$ cat config.mk
export PLATFORM = sky130hd
export DESIGN_NAME = norm_round_cg2
export DESIGN_NICKNAME = d
export VERILOG_FILES = /design/src/rtl/norm_round_cg2.sv
export SDC_FILE = /design/constraint.sdc
export NUM_CORES = 1
export LEC_CHECK = 0
export ABC_AREA = 1
export CAP_MARGIN = 40
export CORE_UTILIZATION = 46
export DETAILED_ROUTE_END_ITERATION = 10
export PLACE_DENSITY = 0.8
export SLEW_MARGIN = 20
export SYNTH_ARGS = -nofsm -noshare
export SYNTH_HDL_FRONTEND = slang
export SYNTH_SLANG_ARGS = --single-unit
$ cat constraint.sdc
create_clock -name clk -period 2.25 [get_ports clk]
set_clock_uncertainty 0.15 [all_clocks]
set_input_delay 0.45 -clock clk [delete_from_list [all_inputs] [get_ports clk]]
set_output_delay 0.45 -clock clk [all_outputs]
set_load 0.01 [all_outputs]
$ cat src/rtl/norm_round_cg2.sv
// rtl/norm_round_cg2.sv - 3-stage normalize/round/clamp of the MAC accumulator sum
// Define NORM_RNE_EN for round-to-nearest-even; otherwise the fraction is truncated.
module norm_round_cg2 #(
  parameter int ACC_W  = 18,
  parameter int PT     = 13,
  parameter int EXP_W  = 6,
  parameter int FRAC_W = 2
) (
  input  logic              clk,
  input  logic              rst,
  input  logic              in_valid,
  output logic              in_ready,
  input  logic [ACC_W-1:0]  acc,
  input  logic [EXP_W-1:0]  max_exp,
  output logic              out_valid,
  input  logic              out_ready,
  output logic              out_sign,
  output logic [EXP_W-1:0]  out_exp,
  output logic [FRAC_W-1:0] out_frac,
  output logic [50:0]       number
);

  localparam int PW    = $clog2(ACC_W);
  localparam int EW2   = EXP_W + 2;
  localparam int TOP_W = FRAC_W + 1;
  localparam int LOW_W = ACC_W - 1 - FRAC_W;

`ifdef NORM_RNE_EN
  localparam int RND_REGS = 2;
  localparam int RND_COST = LOW_W * 2 + 3 + TOP_W * 5 + EW2 * 5;
`else
  localparam int RND_REGS = 0;
  localparam int RND_COST = 0;
`endif

  // Nominal primitive costs: 6 per flop bit, 5 per adder bit, 3 per mux bit, 2 per inverter/OR/compare bit.
  localparam int REG_BITS = (2 + ACC_W + PW + EXP_W) + (3 + FRAC_W + EW2) + (2 + EXP_W + FRAC_W) + RND_REGS;
  localparam int NUM_TOTAL = REG_BITS * 6 + ACC_W * 2 + ACC_W * 5 + ACC_W * 3 + ACC_W * 2
                           + PW * 5 + ACC_W * PW * 3 + 2 * EW2 * 5 + 2 * EW2 * 2
                           + (1 + EXP_W + FRAC_W) * 2 * 3 + RND_COST;

  assign number = 51'(NUM_TOTAL);

  logic en;
  assign in_ready = !out_valid || out_ready;
  assign en       = in_ready;

  logic              v1, sign1;
  logic [ACC_W-1:0]  mag1;
  logic [PW-1:0]     p1;
  logic [EXP_W-1:0]  max_exp1;

  logic              v2, sign2, zero2;
  logic [FRAC_W-1:0] frac2;
  logic [EW2-1:0]    e2;

  logic [ACC_W-1:0]  mag_n;
  logic [PW-1:0]     p_n;
  always_comb begin
    mag_n = acc[ACC_W-1] ? -acc : acc;
    p_n   = '0;
    for (int i = 0; i < ACC_W; i++)
      if (mag_n[i]) p_n = PW'(i);
  end

  // The leading one lands at the top bit, so that bit doubles as the nonzero flag.
  logic [PW-1:0]    sh;
  logic [TOP_W-1:0] norm_top;
  logic [EW2-1:0]   e_n;
  always_comb begin
    sh       = PW'(ACC_W - 1) - p1;
    norm_top = TOP_W'((mag1 << sh) >> LOW_W);
    e_n      = EW2'(max_exp1) + EW2'(p1) - EW2'(PT);
  end

  logic [FRAC_W-1:0] frac_r;
  logic [EW2-1:0]    e_r;
  logic              neg, over;

`ifdef NORM_RNE_EN
  logic             guard2, sticky2;
  logic [LOW_W-1:0] norm_low;
  logic             round_up, carry;
  always_comb begin
    norm_low          = LOW_W'(mag1 << sh);
    round_up          = guard2 & (sticky2 | frac2[0]);
    {carry, frac_r}   = {1'b0, frac2} + TOP_W'(round_up);
    e_r               = e2 + EW2'(carry);
  end
`else
  always_comb begin
    frac_r = frac2;
    e_r    = e2;
  end
`endif

  assign neg  = e_r[EW2-1];
  assign over = !neg && (|e_r[EW2-2:EXP_W]);

  always_ff @(posedge clk or posedge rst) begin
    if (rst) begin
      v1        <= 1'b0;
      sign1     <= 1'b0;
      mag1      <= '0;
      p1        <= '0;
      max_exp1  <= '0;
      v2        <= 1'b0;
      sign2     <= 1'b0;
      zero2     <= 1'b0;
      frac2     <= '0;
      e2        <= '0;
`ifdef NORM_RNE_EN
      guard2    <= 1'b0;
      sticky2   <= 1'b0;
`endif
      out_valid <= 1'b0;
      out_sign  <= 1'b0;
      out_exp   <= '0;
      out_frac  <= '0;
    end else if (en) begin
      v1        <= in_valid;
      sign1     <= acc[ACC_W-1];
      mag1      <= mag_n;
      p1        <= p_n;
      max_exp1  <= max_exp;

      v2        <= v1;
      sign2     <= sign1;
      zero2     <= ~norm_top[FRAC_W];
      frac2     <= norm_top[FRAC_W-1:0];
      e2        <= e_n;
`ifdef NORM_RNE_EN
      guard2    <= norm_low[LOW_W-1];
      sticky2   <= |norm_low[LOW_W-2:0];
`endif

      out_valid <= v2;
      if (zero2 || neg) begin
        out_sign <= 1'b0;
        out_exp  <= '0;
        out_frac <= '0;
      end else if (over) begin
        out_sign <= sign2;
        out_exp  <= '1;
        out_frac <= '1;
      end else begin
        out_sign <= sign2;
        out_exp  <= e_r[EXP_W-1:0];
        out_frac <= frac_r;
      end
    end
  end

endmodule

Word level (Yosys, flattened, before mapping):

Index checks and enable logic that the tools add are counted.

* $add $sub $neg: 4
* multipliers: 0
* divide/modulo/power cells: 0
* $lt $le $gt $ge: 0
* equal/unequal tests: 0
* shift-type cells: 1
* multiplexer cells: 23
* bitwise gates (word level): 1
* reductions and logical operators: 5

Operator list (count)
* two-way mux 5 bit: 14
* two-way mux 18 bit: 1
* negation 18 bit: 1
* << shifter 18 x 5 -> 18 bit: 1
* two-way mux 6 bit: 2
* two-way mux 2 bit: 4
* subtractor 7 x 4 -> 8 bit, second input constant: 1
* adder 6 x 5 -> 7 bit: 1
* subtractor 5 bit, first input constant: 1
* logical NOT 1 bit: 2
* logical OR 1 bit: 2
* two-way mux 1 bit: 2
* logical AND 1 bit: 1
* NOT 1 bit: 1

* flip-flop bits (word level): 54
* bits in latches: 0
* RAM bits: 0
* bits in read-only memories: 0
* bits of input ports: 28
* output and inout port bits: 62
* word-level logic and storage cells: 48
* memories: 0

Longest topological paths before layout:

Gate-level depths: netlist of run 1.

* depth after elaboration: 19
* depth in mapped cells: 22
* mapped depth without buffers: 22

Worst setup path after synthesis of run 1:

OpenSTA, ideal clock, no wires.

* path kind: register -> register
* start: reg p1[1]
* end: reg e2[5]
* setup time: 0.134 ns
* arrival time: 2.030 ns
* required time: 1.966 ns
* setup slack: -0.065 ns
* cell stages (with the launch flop): 10
* buffers on the path: 0
* period minus slack after synthesis: 2.315 ns
* cell sequence: dfrtp_1 > clkinv_1 > ha_1 > inv_1 > ha_1 > inv_1 > fa_1 > o31ai_1 > or2_2 > a31oi_1

* word-level cells in the longest chain between the ends: 2

RTL lines
* start: declaration: line 50 `logic [PW-1:0] p1;`
* start signal: assignment: line 124 `p1 <= p_n;`
* adder 6 x 5 -> 7 bit: line 73 `e_n = EW2'(max_exp1) + EW2'(p1) - EW2'(PT);`
* subtractor 7 x 4 -> 8 bit: line 73
* end signal: assignment: line 131 `e2 <= e_n;`
* end: declaration: line 55 `logic [EW2-1:0] e2;`

Every way passes these cells.
A chain may end at the register's enable or synchronous reset.

Final worst setup path of run 1:

* start: reg p1[1]
* end: reg e2[6]

Same word-level chain as after synthesis.

==> flow_metrics.py, run 1 <==
metrics = {
    "outcome": {
        "status": "finished with violations",
        "failed_checks": "setup timing",
    },
    "sta": {
        "setup_violations": 1,
        "period_share_pct": 103,
        "rsz0062_at_grt": "true",
        "worst_slack_ns": -0.0784,
        "layout_min_cycle_time_ns": 2.33,
        "slew_violations": 0,
        "fmax_ghz": 0.429,
        "hold_viol_final": 0,
        "hold-worst-slack_ns": 0.323,
    },
    "place": {
        "routabilityCongestion": 0.841,
        "placed_area_sq_mm": 0.00433,
        "dp_hpwl_mm": 5.88,
        "io_buffer_count": 38,
    },
    "synthesis": {
        "synth-adder-area-share_pct": 5.21,
        "syn_avg_cell_area_sq_um": 7.37,
        "synthCells": 509,
        "synth-xor-area-share_pct": 3.94,
        "yosysWarnings": 0,
        "synth_top_family_by_area": "simple AND/OR/NAND/NOR gates",
        "syn_area_sq_mm": 0.00375,
        "synthArstFlopShare_pct": 100,
        "synth_edf_count": 0,
        "ys_seq_elements": 54,
        "synthMuxAreaShare_pct": 0.534,
        "synth_compound_area_share_pct": 13.7,
        "yosysUniqueCellTypes": 42,
        "seq_area_frac_synth_pct": 36.0,
        "synth-simple-area-share_pct": 22.0,
        "synth_ff_type": "dfrtp_1",
    },
    "pwr": {
        "p_leak_nw": 2.33,
        "p_per_area_mw_per_mm2": 964,
        "peakVddDrop_v": 0.000472,
        "p_total_w": 0.00448,
    },
    "clocking": {
        "cts_tree": "yes",
        "ctsLongestPathBuffers": 2,
        "cts_root_buffer": "clkbuf_8",
        "clk-insertion-delay-late_ns": 0.32,
        "cts-buffers-inserted": 5,
        "cts_sinks": 54,
        "h-tree-depth": 2,
        "path_clk_slew_ns": 0.10,
    },
    "worst_setup_path": {
        "worst_path_max_delay_cell": "dfrtp_1",
        "reg2reg_depth": 13,
        "crit_family": "simple AND/OR/NAND/NOR gates",
        "worstSetupEndpointType": "flop",
        "critPathKind": "flop to flop",
        "path_max_fanout": 2,
        "startpoint_type": "flop",
        "critPathMaxStageDelay_ns": 0.37,
        "timing.rr.start": "p1[1]",
        "critPathBufInv": 2,
        "reg2reg_to": "e2[6]",
        "arrival_ns": 2.37,
        "crit_path_frequent_cell": "nor2_2",
        "crit_path_cell_trace": "clkinv_2 -> ha_4 -> inv_1 -> ha_2 -> a21oi_2 -> nor2_2 -> nor2_2 -> nor2_2 -> nor2_2 -> nor2_1 -> nor2_1 -> xor2_1 -> o21ai_1",
        "r2r_slack_ns": -0.08,
        "critPathRequiredTime_ns": 2.29,
    },
    "detailed_routing": {
        "drtPass1Iterations": 5,
        "antenna_left": 0,
        "num_vias": 3437,
        "postRouteWirelength_mm": 8.44,
        "drc_errors": 0,
        "drtIter0Drc": 198,
        "post_drt_via_cell_ratio": 4.97,
        "routedWlPerCell_um": 12.2,
    },
    "job": {
        "maxCapViolations": 0,
    },
    "global_routing": {
        "grt_pass1_vias": 3383,
        "grt_use_total_pct": 20.7,
        "grt_remaining_overflow": 0,
        "grt_max_degree": 55,
        "grt_pass1_wl_mm": 14.4,
        "antenna_found_initial": 0,
    },
    "worst_hold_path": {
        "min_path_type": "primary input to async pin",
    },
    "cells_and_area": {
        "syn2layout_area_growth_pct": 23.9,
        "design_area_sq_mm": 0.00465,
        "layout-drive-gt1-share_pct": 17.8,
        "num_antenna_cells": 0,
        "postLayoutCoreUtil_pct": 59.5,
        "nNetsFinal": 632,
    },
    "floorplanning": {
        "rows": 32,
        "ios": 90,
        "die_area_sq_mm": 0.00852,
        "start_util_pct": 48.0,
        "fp.dieH_um": 92.3,
        "core-area_sq_mm": 0.00781,
        "die_x_um": 92.3,
    },
}
[state kept, by name (all words and copies together), names as in the netlist]
register / count
sign1: 1
zero2: 1
p1: 5
v2: 1
mag1: 18
out_valid: 1
frac2: 2
sign2: 1
out_sign: 1
max_exp1: 6
out_exp: 6
e2: 8
out_frac: 2
v1: 1
[Yosys cell counts (2+ instances only)]
cell type	number	area, sq um
nand2_1	124	465
ha_1	14	175
o211ai_1	3	22.5
buf_4	52	390
or2_2	3	18.8
nand2_2	2	12.5
a31oi_1	3	18.8
nor2_2	3	18.8
buf_6	2	22.5
inv_1	55	206
xor2_1	8	70.1
nand4_1	2	12.5
clkbuf_1	12	45.0
conb_1	2	7.51
xnor2_1	2	17.5
nor3_1	2	10.0
mux2i_1	2	20.0
inv_2	3	11.3
clkinv_1	3	11.3
nor2_1	44	165
a21oi_1	17	85.1
o31ai_1	2	15.0
o22ai_1	3	18.8
o21ai_0	54	270
dfrtp_1	54	1350
nand3_1	15	75.1
o21ai_1	8	40.0
[timing repair]
action	in CTS	in global routing
hold buffers	0	0
resized for setup	26	14
endpoints found under the setup margin	8	7
hold endpoints to repair	0	0
buffers inserted	8	1
pin swaps	15	11
gates cloned	0	0
[placed cells by master (no fill, tap or decap), drive strengths merged]
cell type      synthesis  layout
o21a                   1       1
o2111ai                1       1
nand3b                 1       1
xor2                   9       9
nand3                 15      15
a21oi                 17      17
clkdlybuf4s50          0      29
o31ai                  2       2
nand4                  2       2
nand2                126     126
xnor2                  4       4
clkbuf                12       5
clkinv                 3       2
or2                    5       5
nor2                  47      47
o221ai                 1       1
conb                   2      51
dfrtp                 54      54
nor4                   1       1
buf                   55      53
o211ai                 3       3
dlygate4sd2            0       9
bufinv                 0       1
a41oi                  1       1
fa                     1       1
nor3                   3       3
ha                    14      14
o311ai                 1       1
mux2i                  2       2
o21ai                 62      62
inv                   58      61
a31oi                  3       3
o22ai                  3       3
[cells by family after synthesis]
family	Yosys count
muxes	2
xor gates and xnor gates	13
and+or+nand+nor	200
other	2
adders and majority gates	15
DFF	54
AOI/OAI and AO/OA	95
buffers and inverters	128
[worst max-delay path by stage]
stage	slack, ns	cells after the start	endpoint	from
after floorplan	0.03	9	e2[5]	p1[1]
after global placement	-0.36	17	p1[0]	acc[1]
after detailed placement	-0.52	14	p1[2]	acc[1]
after CTS	0.006	13	e2[6]	max_exp1[1]
after global routing	-0.17	13	e2[6]	p1[1]
final	-0.08	13	e2[6]	p1[1]
[metrics by stage]
stage,setup WS (ns),TNS [ns],cells
floorplan,0.0309,0,558
global placement,-0.362,-2.43,675
detailed placement,-0.518,-3.49,675
CTS,0.00613,0,691
global route,-0.169,-0.233,692
finish,-0.0784,-0.0784,692
[worst reg2reg max path: cells and delay by family, from the launching register on]
kind,cells,cell delay (ns)
simple gates,6,0.64
fa+ha+maj,2,0.46
flops,1,0.37
compound gates,2,0.27
xor+xnor,1,0.19
buf+inv,2,0.13
[routing by layer]
metal / global-route usage, % / routed length, um / vias up
met4: 7.42 / 250 / 0
met3: 3.48 / 411 / 29
met2: 36.6 / 4270 / 137
li1: - / - / 1668
met5: 0 / 0 / -
met1: 25.1 / 3500 / 1603
[layout make-up]
class	instances	area, sq um
Multi-Input combinational cell	376	2040
Fill cell	681	3160
Inverter	61	230
Clock inverter	3	47.5
Tap cell	102	128
Sequential cell	54	1350
Timing Repair Buffer	91	783
Clock buffer	5	68.8
[power breakdown]
| group | leakage [nW] | switching (W) | internal [W] |
|---|---|---|---|
| clock network | 0.0591 | 0.000345 | 0.000340 |
| registers | 0.659 | 0.000203 | 0.00130 |
| logic | 1.61 | 0.00132 | 0.000971 |
Note: power is estimated with default switching activity, not from simulation.
==> run 2, diff against run 1 <==
Settings changed: PLACE_DENSITY 0.8 to 0.78.
==> run 2 against run 1 <==
Compared with the run above: the flow now finishes without violations; via count is 2.4% lower; global-route usage is 1.7 points lower; maximum frequency is 7.3% higher; final cell count stayed put; die area stayed put; non-clock buffer count stayed put; largest cell class unchanged.
==> flow_metrics.py, run 2 (synthesis gave the netlist of run 1 again) <==
metrics = {
    "cells_and_area": {
        "top_register": "mag1",
        "design_area_sq_mm": 0.00465,
        "layout-drive-gt1-share_pct": 18.5,
        "nNetsFinal": 632,
        "largest_reg_flops": 18,
        "stdcell_count": 692,
        "reg.largest.list": "mag1 x18, e2 x8",
        "syn2layout_area_growth_pct": 23.9,
        "final_common_cell": "nand2_1",
        "fill_cells": 685,
        "num_antenna_cells": 0,
        "mostFrequentLayoutCells": "nand2_1 (119), dfrtp_1 (54), o21ai_0 (53), conb_1 (51), buf_4 (51)",
    },
    "clocking": {
        "cts_tree": "yes",
        "cts-buffers-inserted": 5,
        "ctsLongestPathBuffers": 2,
        "cts_sinks": 54,
        "cts_root_buffer": "clkbuf_8",
        "clk-insertion-delay-late_ns": 0.31,
        "path_clk_slew_ns": 0.10,
        "h-tree-depth": 2,
    },
    "global_routing": {
        "grt_pass1_wl_mm": 13.3,
        "grt_max_degree": 55,
        "grt_remaining_overflow": 0,
        "antenna_found_initial": 0,
        "grt_use_total_pct": 19.0,
        "grt_pass1_vias": 3133,
    },
    "pwr": {
        "p_sw_w": 0.00176,
        "seq_power_share_pct": 35.1,
        "clock_power_share_pct": 13.7,
        "swShare_pct": 41.2,
        "p_comb_share_pct": 51.2,
        "p_total_w": 0.00426,
        "peakVddDrop_v": 0.000421,
        "p_int_w": 0.00251,
        "p_per_area_mw_per_mm2": 918,
        "p_leak_nw": 2.33,
    },
    "worst_setup_path": {
        "critPathKind": "flop to flop",
        "worstSetupEndpointType": "flop",
        "reg2reg_depth": 11,
        "path_max_fanout": 2,
        "critPathRequiredTime_ns": 2.29,
        "timing.rr.start": "p1[2]",
        "startpoint_type": "flop",
        "r2r_slack_ns": 0.08,
        "arrival_ns": 2.21,
        "reg2reg_to": "e2[6]",
    },
    "sta": {
        "setup_violations": 0,
        "slew_violations": 0,
        "hold_viol_final": 0,
        "layout_min_cycle_time_ns": 2.17,
        "worst_slack_ns": 0.0798,
        "fmax_ghz": 0.461,
        "period_share_pct": 96.5,
        "rsz0062_at_grt": "true",
    },
    "floorplanning": {
        "rows": 32,
        "die_x_um": 92.3,
        "ios": 90,
        "start_util_pct": 48.0,
        "die_area_sq_mm": 0.00852,
        "fp.dieH_um": 92.3,
        "core-area_sq_mm": 0.00781,
    },
    "detailed_routing": {
        "antenna_left": 0,
        "drtIter0Drc": 196,
        "postRouteWirelength_mm": 7.82,
        "num_vias": 3356,
        "drtPass1Iterations": 5,
        "routedWlPerCell_um": 11.3,
        "post_drt_via_cell_ratio": 4.85,
        "drc_errors": 0,
    },
    "place": {
        "place_ws_ns": -0.468,
        "dp_hpwl_mm": 5.57,
        "routabilityCongestion": 0.859,
        "placed_area_sq_mm": 0.00433,
        "io_buffer_count": 38,
        "dp_cells": 675,
    },
    "worst_hold_path": {
        "min_path_type": "primary input to async pin",
    },
    "job": {
        "maxCapViolations": 0,
    },
    "outcome": {
        "status": "completed",
    },
}
[run 2: how the worst max path moves through the flow]
stage,from,to
floorplan,p1[1],e2[5]
global placement,acc[1],p1[0]
detailed placement,acc[1],p1[0]
CTS,acc[6],p1[3]
global route,p1[1],e2[6]
finish,p1[2],e2[6]
[run 2: final cells by class]
type                       count  area [sq um]  area share (%)
clock buffer                   6          82.6            1.78
multi-input combinational    376          2050            44.1
timing repair buffer          91           791            17.0
sequential                    54          1350            29.1
tap                          102           128            2.75
clock inverter                 2          16.3           0.350
inverter                      61           230            4.96
[run 2: what timing repair did]
action                                 CTS  global route
pin swaps                               13            10
endpoints found under the hold margin    0             0
setup endpoints to repair                7             9
buffers inserted                         6             3
hold buffers                             0             0
gates resized for setup                 18            26
cloned                                   0             0
[run 2: stage by stage]
stage          util [%]  setup TNS [ns]  hold WS, ns
4_1_cts            57.6               0        0.336
5_1_grt            59.5         -0.0528        0.345
6_report           59.5               0        0.328
3_3_place_gp       55.4           -2.46        0.304
3_5_place_dp       55.4           -3.75        0.311
2_1_floorplan         -               0        0.290
[run 2: power by group through the flow]
| stage | registers, W | logic (W) | clock network, W |
|---|---|---|---|
| after global placement | 0.00150 | 0.00188 | 0 |
| after detailed placement | 0.00151 | 0.00194 | 0 |
| final | 0.00149 | 0.00218 | 0.000586 |
| after CTS | 0.00149 | 0.00199 | 0.000597 |
| after global routing | 0.00154 | 0.00245 | 0.000636 |
| after floorplan | 0.00150 | 0.00134 | 0 |
[run 2: critical path, stage by stage, from the launching register on]
cell     delay [ns]
dfrtp_1        0.43
ha_4           0.28
ha_4           0.24
a21oi_2        0.15
nor2_2         0.07
nor2_1         0.13
nor2_1         0.07
nor2_1         0.11
nor2_1         0.05
nor2_1         0.12
xor2_1         0.16
o21ai_0        0.09
[run 2: metal layers]
layer / share of wire [%] / global-route usage (%)
met2: 50 / 33.4
met5: 0 / 0
met1: 44 / 23.9
met4: 1.5 / 5.86
met3: 4.6 / 2.82
==> run 3, diff against run 2 <==
Settings changed: CAP_MARGIN 40 to 20, CORE_ASPECT_RATIO set to 0.6, PLACE_DENSITY 0.78 to 0.75.
==> run 3 against run 2 <==
Compared with the run above: utilization is 0.30 points lower; final area is 0.46% higher; worst hold slack worse by 0.0062 ns; die area is 0.14% higher; setup slack worse by 0.059 ns; sequential power hardly changed; critical endpoint unchanged.
==> flow_metrics.py, run 3 (synthesis gave the netlist of run 1 again) <==
metrics = {
    "floorplanning": {
        "die_x_um": 119,
        "rows": 25,
        "ios": 90,
        "start_util_pct": 47.6,
        "die_area_sq_mm": 0.00853,
        "core-area_sq_mm": 0.00788,
        "fp.dieH_um": 71.9,
    },
    "clocking": {
        "cts-buffers-inserted": 5,
        "ctsLongestPathBuffers": 2,
        "hold_buffers": 0,
        "cts_root_buffer": "clkbuf_16",
        "cts_sinks": 54,
        "path_clk_slew_ns": 0.07,
        "h-tree-depth": 2,
        "clk-insertion-delay-late_ns": 0.29,
        "cts_tree": "yes",
    },
    "cells_and_area": {
        "largest_reg_flops": 18,
        "fill_cells": 742,
        "regArea_sq_mm": 0.00135,
        "multi_input_area_sq_mm": 0.00203,
        "mostFrequentLayoutCells": "nand2_1 (118), dfrtp_1 (54), o21ai_0 (53), inv_1 (51), conb_1 (51)",
        "reg.largest.list": "mag1 x18, e2 x8",
        "final_common_cell": "nand2_1",
        "design_area_sq_mm": 0.00467,
        "nNetsFinal": 630,
        "num_antenna_cells": 0,
        "top_register": "mag1",
        "syn2layout_area_growth_pct": 24.5,
        "layout-drive-gt1-share_pct": 17.5,
    },
    "worst_setup_path": {
        "critPathMaxStageDelay_ns": 0.40,
        "startpoint_type": "flop",
        "critPathKind": "flop to flop",
        "worstSetupEndpointType": "flop",
        "crit_path_cell_trace": "clkinv_2 -> ha_4 -> inv_2 -> ha_4 -> buf_6 -> a21oi_4 -> nor2_2 -> nor2_1 -> nor2_1 -> nor2_1 -> nor2_1 -> nor2_1 -> xor2_1 -> o21ai_1",
        "path_max_fanout": 2,
        "crit_path_frequent_cell": "nor2_1",
        "crit_family": "simple AND/OR/NAND/NOR gates",
        "reg2reg_depth": 14,
        "critPathRequiredTime_ns": 2.27,
        "arrival_ns": 2.25,
        "critPathBufInv": 3,
        "cp.depth": 14,
        "worst_path_max_delay_cell": "dfrtp_1",
    },
    "sta": {
        "hold_viol_final": 0,
        "rsz0062_at_grt": "true",
        "slew_violations": 0,
        "worst_slack_ns": 0.0206,
        "period_share_pct": 99.1,
        "worstMarginPinSlew_ns": 0.524,
        "setup_violations": 0,
        "tns_ns": 0,
        "slew_headroom_pct": 64.9,
        "layout_min_cycle_time_ns": 2.23,
        "hold-worst-slack_ns": 0.321,
        "fmax_ghz": 0.449,
    },
    "detailed_routing": {
        "drtPass1Iterations": 4,
        "antenna_left": 0,
        "routedWlPerCell_um": 11.8,
        "post_drt_via_cell_ratio": 4.83,
        "postRouteWirelength_mm": 8.25,
        "num_vias": 3364,
        "drc_errors": 0,
        "drtIter0Drc": 272,
    },
    "global_routing": {
        "use_met3_pct": 4.17,
        "grt_max_degree": 55,
        "grt_remaining_overflow": 0,
        "grt_pass1_wl_mm": 13.5,
        "grt_pass1_vias": 2891,
        "grt_busiest_layer": "met1",
        "grt_use_met2_pct": 28.9,
        "grt_use_total_pct": 20.0,
        "antenna_found_initial": 0,
        "grt.met1_usage_pct": 30.5,
    },
    "worst_hold_path": {
        "min_path_type": "flop to flop",
        "hold_depth": 1,
    },
    "pwr": {
        "p_int_w": 0.00267,
        "peakVddDrop_v": 0.000605,
        "p_leak_nw": 2.34,
        "swShare_pct": 39.9,
        "seq_power_share_pct": 34.0,
        "p_total_w": 0.00445,
        "p_sw_w": 0.00178,
        "clock_power_share_pct": 17.5,
        "p_per_area_mw_per_mm2": 954,
        "p_comb_share_pct": 48.5,
    },
    "place": {
        "dp_hpwl_mm": 6.05,
        "placed_area_sq_mm": 0.00432,
        "io_buffer_count": 38,
        "routabilityCongestion": 0.942,
        "place_ws_ns": -0.506,
    },
    "outcome": {
        "status": "completed",
    },
    "job": {
        "maxCapViolations": 0,
    },
}
-- run 3: changes by cell type in the layout (fill, tap and decap cells not counted), sizes merged --
cell	before	now
dlygate4sd2	7	9
buf	53	51
clkinv	2	4
clkbuf	6	7
clkinvlp	1	0
dlymetal6s2s	2	0
inv	60	58
-- run 3: final cells by class --
type	instances	area share, %
Sequential cell	54	29.0
Clock inverter	1	0.107
Inverter	61	4.93
Timing Repair Buffer	89	16.5
Multi-Input combinational cell	376	43.5
Clock buffer	7	3.06
Tap cell	108	2.90
-- run 3: path summary, 6_finish.rpt --
check / startpoint / end / slack, ns
max reg2reg: p1[1] / e2[6] / 0.02
max in group asynchronous: rst / p1[0] / 1.31
min reg2reg: v2 / out_valid / 0.32
min in group asynchronous: rst / mag1[2] / 0.38
max: p1[1] / e2[6] / 0.02
min: v2 / out_valid / 0.32
-- run 3: metal layers --
| metal | wire (um) | up-vias | part of all wire [%] |
|---|---|---|---|
| met5 | 0 | - | 0 |
| li1 | - | 1665 | - |
| met3 | 626 | 17 | 7.6 |
| met4 | 119 | 0 | 1.4 |
| met2 | 3400 | 103 | 41 |
| met1 | 4100 | 1579 | 50 |
-- run 3: metrics by stage --
step / util (%) / instances
finish: 59.2 / 696
global route: 59.2 / 696
CTS: 58.1 / 696
detailed placement: 54.8 / 679
global placement: 54.8 / 679
floorplan: - / 558
-- run 3: power groups by stage --
stage	Clock, W	Combinational, W	Sequential [W]
floorplan	0	0.00134	0.00150
global placement	0	0.00193	0.00151
detailed placement	0	0.00199	0.00152
CTS	0.000795	0.00205	0.00151
global route	0.000839	0.00245	0.00155
finish	0.000778	0.00216	0.00151
-- run 3: timing repair --
item                                   CTS  global route
gates cloned                             0             0
gates resized for setup                 24            19
pin swaps                               15            21
endpoints found under the hold margin    0             0
setup endpoints to repair               11             7
setup buffers                            9             0
